==> src/rtl/panda_lut_seq.sv <==
// panda_lut_seq: table-driven sequencer that steps a panda_lut FUNC word
// through a programmed list of entries, one repeat per trigger rising edge.
module panda_lut_seq #(
    parameter  int unsigned DEPTH = 16,
    localparam int unsigned AW    = $clog2(DEPTH)
) (
    input  logic          clk_i,
    input  logic          reset_i,
    input  logic          enable_i,
    input  logic          trig_i,
    input  logic          TABLE_WSTB,
    input  logic [AW-1:0] TABLE_ADDR,
    input  logic [31:0]   TABLE_FUNC,
    input  logic [15:0]   TABLE_RPT,
    input  logic [4:0]    TABLE_LENGTH,
    input  logic [15:0]   TABLE_CYCLES,
    output logic [31:0]   func_o,
    output logic          active_o,
    output logic [AW-1:0] index_o,
    output logic [15:0]   rpt_o,
    output logic [15:0]   cycle_o
);

    localparam int unsigned LW = 5;

    typedef enum logic [1:0] {
        S_IDLE,
        S_RUN,
        S_DONE
    } state_t;

    state_t          state_q;
    logic [31:0]     func_mem_q [DEPTH];
    logic [15:0]     rpt_mem_q  [DEPTH];

    logic            en_q;
    logic            trig_q;
    logic            armed_q;
    logic [LW-1:0]   len_q;
    logic [15:0]     cycles_q;
    logic [31:0]     func_q;
    logic            active_q;
    logic [AW-1:0]   index_q;
    logic [15:0]     rpt_q;
    logic [15:0]     cycle_q;

    logic            en_rise;
    logic            trig_edge;
    logic [LW-1:0]   eff_len;
    logic            last_entry;
    logic [AW-1:0]   next_idx;
    logic [AW-1:0]   load_idx;
    logic            load_hit;
    logic [31:0]     load_func;
    logic [15:0]     load_rpt_raw;
    logic [15:0]     load_rpt;
    logic [15:0]     cycle_inc;
    logic            run_finished;

    // Edge detection, length clamp and entry-load selection (write-first on the loaded entry)
    always_comb begin
        // armed_q blocks a spurious rise when enable_i is already high coming out of reset
        en_rise      = enable_i & ~en_q & armed_q;
        trig_edge    = trig_i & ~trig_q;
        eff_len      = (TABLE_LENGTH > LW'(DEPTH)) ? LW'(DEPTH) : TABLE_LENGTH;
        last_entry   = (LW'(index_q) == (len_q - LW'(1)));
        next_idx     = last_entry ? '0 : (index_q + AW'(1));
        load_idx     = (state_q == S_RUN) ? next_idx : '0;
        load_hit     = TABLE_WSTB && (TABLE_ADDR == load_idx);
        load_func    = load_hit ? TABLE_FUNC : func_mem_q[load_idx];
        load_rpt_raw = load_hit ? TABLE_RPT  : rpt_mem_q[load_idx];
        load_rpt     = (load_rpt_raw == 16'd0) ? 16'd1 : load_rpt_raw;
        cycle_inc    = (cycle_q == 16'hFFFF) ? cycle_q : (cycle_q + 16'd1);
        run_finished = (cycles_q != 16'd0) &&
                       ((17'(cycle_q) + 17'd1) == 17'(cycles_q));
    end

    // Table storage; writes accepted in any state
    always_ff @(posedge clk_i or posedge reset_i) begin
        if (reset_i) begin
            for (int i = 0; i < int'(DEPTH); i++) begin
                func_mem_q[i] <= '0;
                rpt_mem_q[i]  <= '0;
            end
        end else if (TABLE_WSTB) begin
            func_mem_q[TABLE_ADDR] <= TABLE_FUNC;
            rpt_mem_q[TABLE_ADDR]  <= TABLE_RPT;
        end
    end

    // Sequencer state machine with registered outputs
    always_ff @(posedge clk_i or posedge reset_i) begin
        if (reset_i) begin
            state_q  <= S_IDLE;
            en_q     <= 1'b0;
            trig_q   <= 1'b0;
            armed_q  <= 1'b0;
            len_q    <= '0;
            cycles_q <= '0;
            func_q   <= '0;
            active_q <= 1'b0;
            index_q  <= '0;
            rpt_q    <= '0;
            cycle_q  <= '0;
        end else begin
            en_q   <= enable_i;
            trig_q <= trig_i;
            if (!enable_i) begin
                armed_q <= 1'b1;
            end
            case (state_q)
                S_IDLE: begin
                    if (en_rise && (eff_len != '0)) begin
                        state_q  <= S_RUN;
                        len_q    <= eff_len;
                        cycles_q <= TABLE_CYCLES;
                        active_q <= 1'b1;
                        index_q  <= '0;
                        func_q   <= load_func;
                        rpt_q    <= load_rpt;
                        cycle_q  <= '0;
                    end
                end
                S_RUN: begin
                    if (!enable_i) begin
                        state_q  <= S_IDLE;
                        active_q <= 1'b0;
                        func_q   <= '0;
                        index_q  <= '0;
                        rpt_q    <= '0;
                        cycle_q  <= '0;
                    end else if (trig_edge) begin
                        if (rpt_q > 16'd1) begin
                            rpt_q <= rpt_q - 16'd1;
                        end else if (last_entry && run_finished) begin
                            state_q  <= S_DONE;
                            active_q <= 1'b0;
                            func_q   <= '0;
                            rpt_q    <= '0;
                            cycle_q  <= cycle_inc;
                        end else begin
                            index_q <= next_idx;
                            func_q  <= load_func;
                            rpt_q   <= load_rpt;
                            if (last_entry) begin
                                cycle_q <= cycle_inc;
                            end
                        end
                    end
                end
                S_DONE: begin
                    if (!enable_i) begin
                        state_q <= S_IDLE;
                        index_q <= '0;
                        rpt_q   <= '0;
                        cycle_q <= '0;
                    end
                end
                default: begin
                    state_q <= S_IDLE;
                end
            endcase
        end
    end

    assign func_o   = func_q;
    assign active_o = active_q;
    assign index_o  = index_q;
    assign rpt_o    = rpt_q;
    assign cycle_o  = cycle_q;

endmodule

==> config.mk <==
export PLATFORM = sky130hd
export DESIGN_NAME = panda_lut_seq
export DESIGN_NICKNAME = d
export VERILOG_FILES = /design/src/rtl/panda_lut_seq.sv
export SDC_FILE = /design/constraint.sdc
export NUM_CORES = 2
export LEC_CHECK = 0
export ABC_AREA = 1
export BUFFER_PORTS_ARGS = -buffer_cell sky130_fd_sc_hd__buf_2
export CAP_MARGIN = 20
export CORE_MARGIN = 2
export CORE_UTILIZATION = 35
export DETAILED_ROUTE_END_ITERATION = 16
export PLACE_DENSITY = 0.48
export SYNTH_ARGS = -nofsm -noshare
export SYNTH_HDL_FRONTEND = slang
export SYNTH_SLANG_ARGS = --single-unit
==> constraint.sdc <==
create_clock -name clk_i -period 38.2 [get_ports clk_i]
set_clock_uncertainty 0.1 [all_clocks]
set_input_delay 7.64 -clock clk_i [delete_from_list [all_inputs] [get_ports clk_i]]
set_output_delay 7.64 -clock clk_i [all_outputs]
set_load 0.05 [all_outputs]
==> impl_metrics.json <==
{
  "fin_crit_sh_pct": 27.25,
  "grt_first_pass_wirelength_um": 213700,
  "timing.rr.start": "index_o[0]",
  "grt_max_degree": 152,
  "rsz0062_at_grt": "no",
  "via_count": 34840,
  "syn_area_mm2": 0.04170,
  "drtPass1Iterations": 5,
  "startpoint": "reset_i",
  "slew_headroom_pct": 24.15,
  "worst_slew_pin_slew_ns": 1.138,
  "cp_max_fo": 111,
  "ant_nets": 0,
  "cts_tree": "done",
  "dr.first_iter.drc_count": 3352,
  "die_area_mm2": 0.1219,
  "cts_sinks": 863,
  "critical_path_class": "in -> async",
  "cts_resized": 0,
  "power.density_mw_per_mm2": 80.09,
  "rr_endpoint": "rpt_o[0]",
  "fin_crit_ns": 10.41,
  "final-setup-viol-count": 0,
  "switchingPower_mw": 1.546,
  "seq_area_mm2": 0.02160,
  "initial_core_util_pct": 35.31,
  "postCtsHoldBufs": 0,
  "clk_latency_ns": 0.68,
  "clkPwrFrac_pct": 26.2,
  "required_ns": 38.76,
  "r2r_cells": 23,
  "drc_errors": 0,
  "status": "finished, final reports clean",
  "peakVddDrop_mv": 0.05842,
  "grtUsageTotal_pct": 22.52,
  "crit_path_end_kind": "asynchronous set/reset pin",
  "gp_congestion": 0.7991,
  "start_kind": "input pin",
  "yosys.area.top_type": "dfrtp_1",
  "placed_area_mm2": 0.04329,
  "finalSetupTns_ns": 0,
  "antenna_found_initial": 4,
  "routedWlPerCell_um": 20.91,
  "grt_overflow_total": 0,
  "maxSlewViolCount": 0,
  "fin_nets": 5068,
  "final_cell_area_mm2": 0.04661,
  "seq_area_frac_synth_pct": 51.79,
  "clkTransAtPathRegs_ns": 0.06,
  "clock-root-buffer": "clkbuf_16",
  "endpoint": "rpt_mem_q[163]",
  "dpl.hpwl_um": 75540,
  "core_mm2": 0.1181,
  "synth_edf_count": 0,
  "drive_above_1_share_pct": 11.15,
  "post_cts_buffers": 0,
  "ys.warnings.count": 0,
  "synthCells": 5099,
  "avgSynthCellArea_um2": 8.178,
  "max_freq_mhz": 96.07,
  "row_count": 126,
  "portBuffers": 146,
  "p_leak_nw": 21.62,
  "htreeDepth": 3,
  "synth_async_sr_flop_share_pct": 100.0,
  "insertedDiodeCount": 0,
  "ys_types": 49,
  "chipHeight_um": 349.2,
  "nFillCells": 12210,
  "seq_power_share_pct": 33.4,
  "pwr-share-comb_pct": 40.5,
  "cts_made_buffers": 99,
  "grt_pass1_vias": 33340,
  "p_sw_share_pct": 41.40,
  "wl_um": 137700,
  "power_mw": 3.734,
  "syn_nets": 5186,
  "pin_count": 147,
  "internal_power_mw": 2.188,
  "ys_ff_latch": 863,
  "max-cap-violations": 0,
  "hp-class": "reg -> reg",
  "via_per_inst": 5.291,
  "cts_max_path_buffers": 3,
  "rrSetupSlack_ns": 32.59,
  "die_w_um": 349.2,
  "finalHoldViolCount": 0,
  "crit_arrival_ns": 10.97,
  "syn2layout_area_growth_pct": 11.79,
  "ys.flop_type": "dfrtp_1",
  "synth.area.top_cells": "dfrtp_1 52%, nand2_1 11%, o21ai_0 8.7%",
  "synth_top_area_share_pct": 51.79,
  "multi_input_area_mm2": 0.01697
}
## synth_stat cells, drive strengths merged (24+ instances only)
library cell     n
a21oi           89
buf            131
clkbuf         292
dfrtp          863
inv            426
nand2         1232
nand3          487
nand4          121
nor2           144
o211ai         287
o21ai          732
or2            196
xor2            24
## worst min-delay path by stage
stage | startpoint | to | slack [ns] | cells past startpoint
after floorplan | armed_q | armed_q | 0.34 | 2
after global placement | armed_q | armed_q | 0.36 | 2
after detailed placement | armed_q | armed_q | 0.36 | 2
after CTS | armed_q | armed_q | 0.38 | 2
after global routing | armed_q | armed_q | 0.39 | 2
final | armed_q | armed_q | 0.37 | 2
## logic make-up after synthesis
logic type,Yosys count,share of synthesized area [%]
compound gates,1144,15.80
xor+xnor,29,0.6091
fa+ha+maj,9,0.2701
buf+inv,850,7.976
flops,863,51.79
simple gates,2204,23.56
## power by group through the flow
stage	clock (mW)	sequential (mW)	combinational, mW
3_3_place_gp	0	1.26	1.51
4_1_cts	1.00	1.24	1.52
6_report	0.978	1.25	1.51
5_1_grt	1.04	1.27	1.69
3_5_place_dp	0	1.26	1.52
2_1_floorplan	0	1.32	1.02
## sequential cells by signal (all words and copies together) (netlist names)
name        count
rpt_mem_q     256
cycles_q       16
state_q         2
trig_q          1
index_o         4
rpt_o          16
cycle_o        16
armed_q         1
en_q            1
len_q           5
active_o        1
func_mem_q    512
func_o         32
## layout by cell type (no fill, tap or decap), types with 9 or more instances in the layout
master,instances
clkinv_2,12
inv_1,416
a21oi_1,89
or2_1,38
buf_2,146
buf_4,54
nand3_4,12
nand4_1,121
o21ai_0,727
dfrtp_1,863
nor2_1,138
o211ai_1,281
xor2_1,24
or2_2,158
clkbuf_16,102
clkbuf_8,21
nand3_1,473
a22oi_1,9
nand2_1,1222
clkbuf_1,22
o31ai_1,10
## through the flow
stage                     hold WS (ns)  utilization [%]  instances  setup WS [ns]
final                           0.3714            39.48       6585          27.79
after global routing            0.3853            39.48       6585          27.14
after CTS                       0.3753            39.44       6583          27.51
after detailed placement        0.3638            36.66       6414          26.77
after global placement          0.3574            36.66       6414          26.74
after floorplan                 0.3359                -       5099          6.208
## area by class of cell
type                       count  area share [%]
clock buffer                 145           6.273
timing repair buffer         204           2.614
clock inverter                24          0.7650
sequential                   863           46.33
inverter                     427           3.497
multi-input combinational   3386           36.40
tap                         1536           4.123
## metal layers
layer	vias up	global-route usage [%]	wire length (um)
met5	-	0	26
li1	16650	-	-
met3	169	2.943	5932
met2	769	35.24	62380
met1	17250	33.14	66650
met4	4	4.821	2708
## critical path: stages
cell   delay, ns
buf_2       0.13
inv_8       0.45
buf_4       0.80
buf_4       0.86
buf_4       0.90
Note: power is estimated with default switching activity, not from simulation.
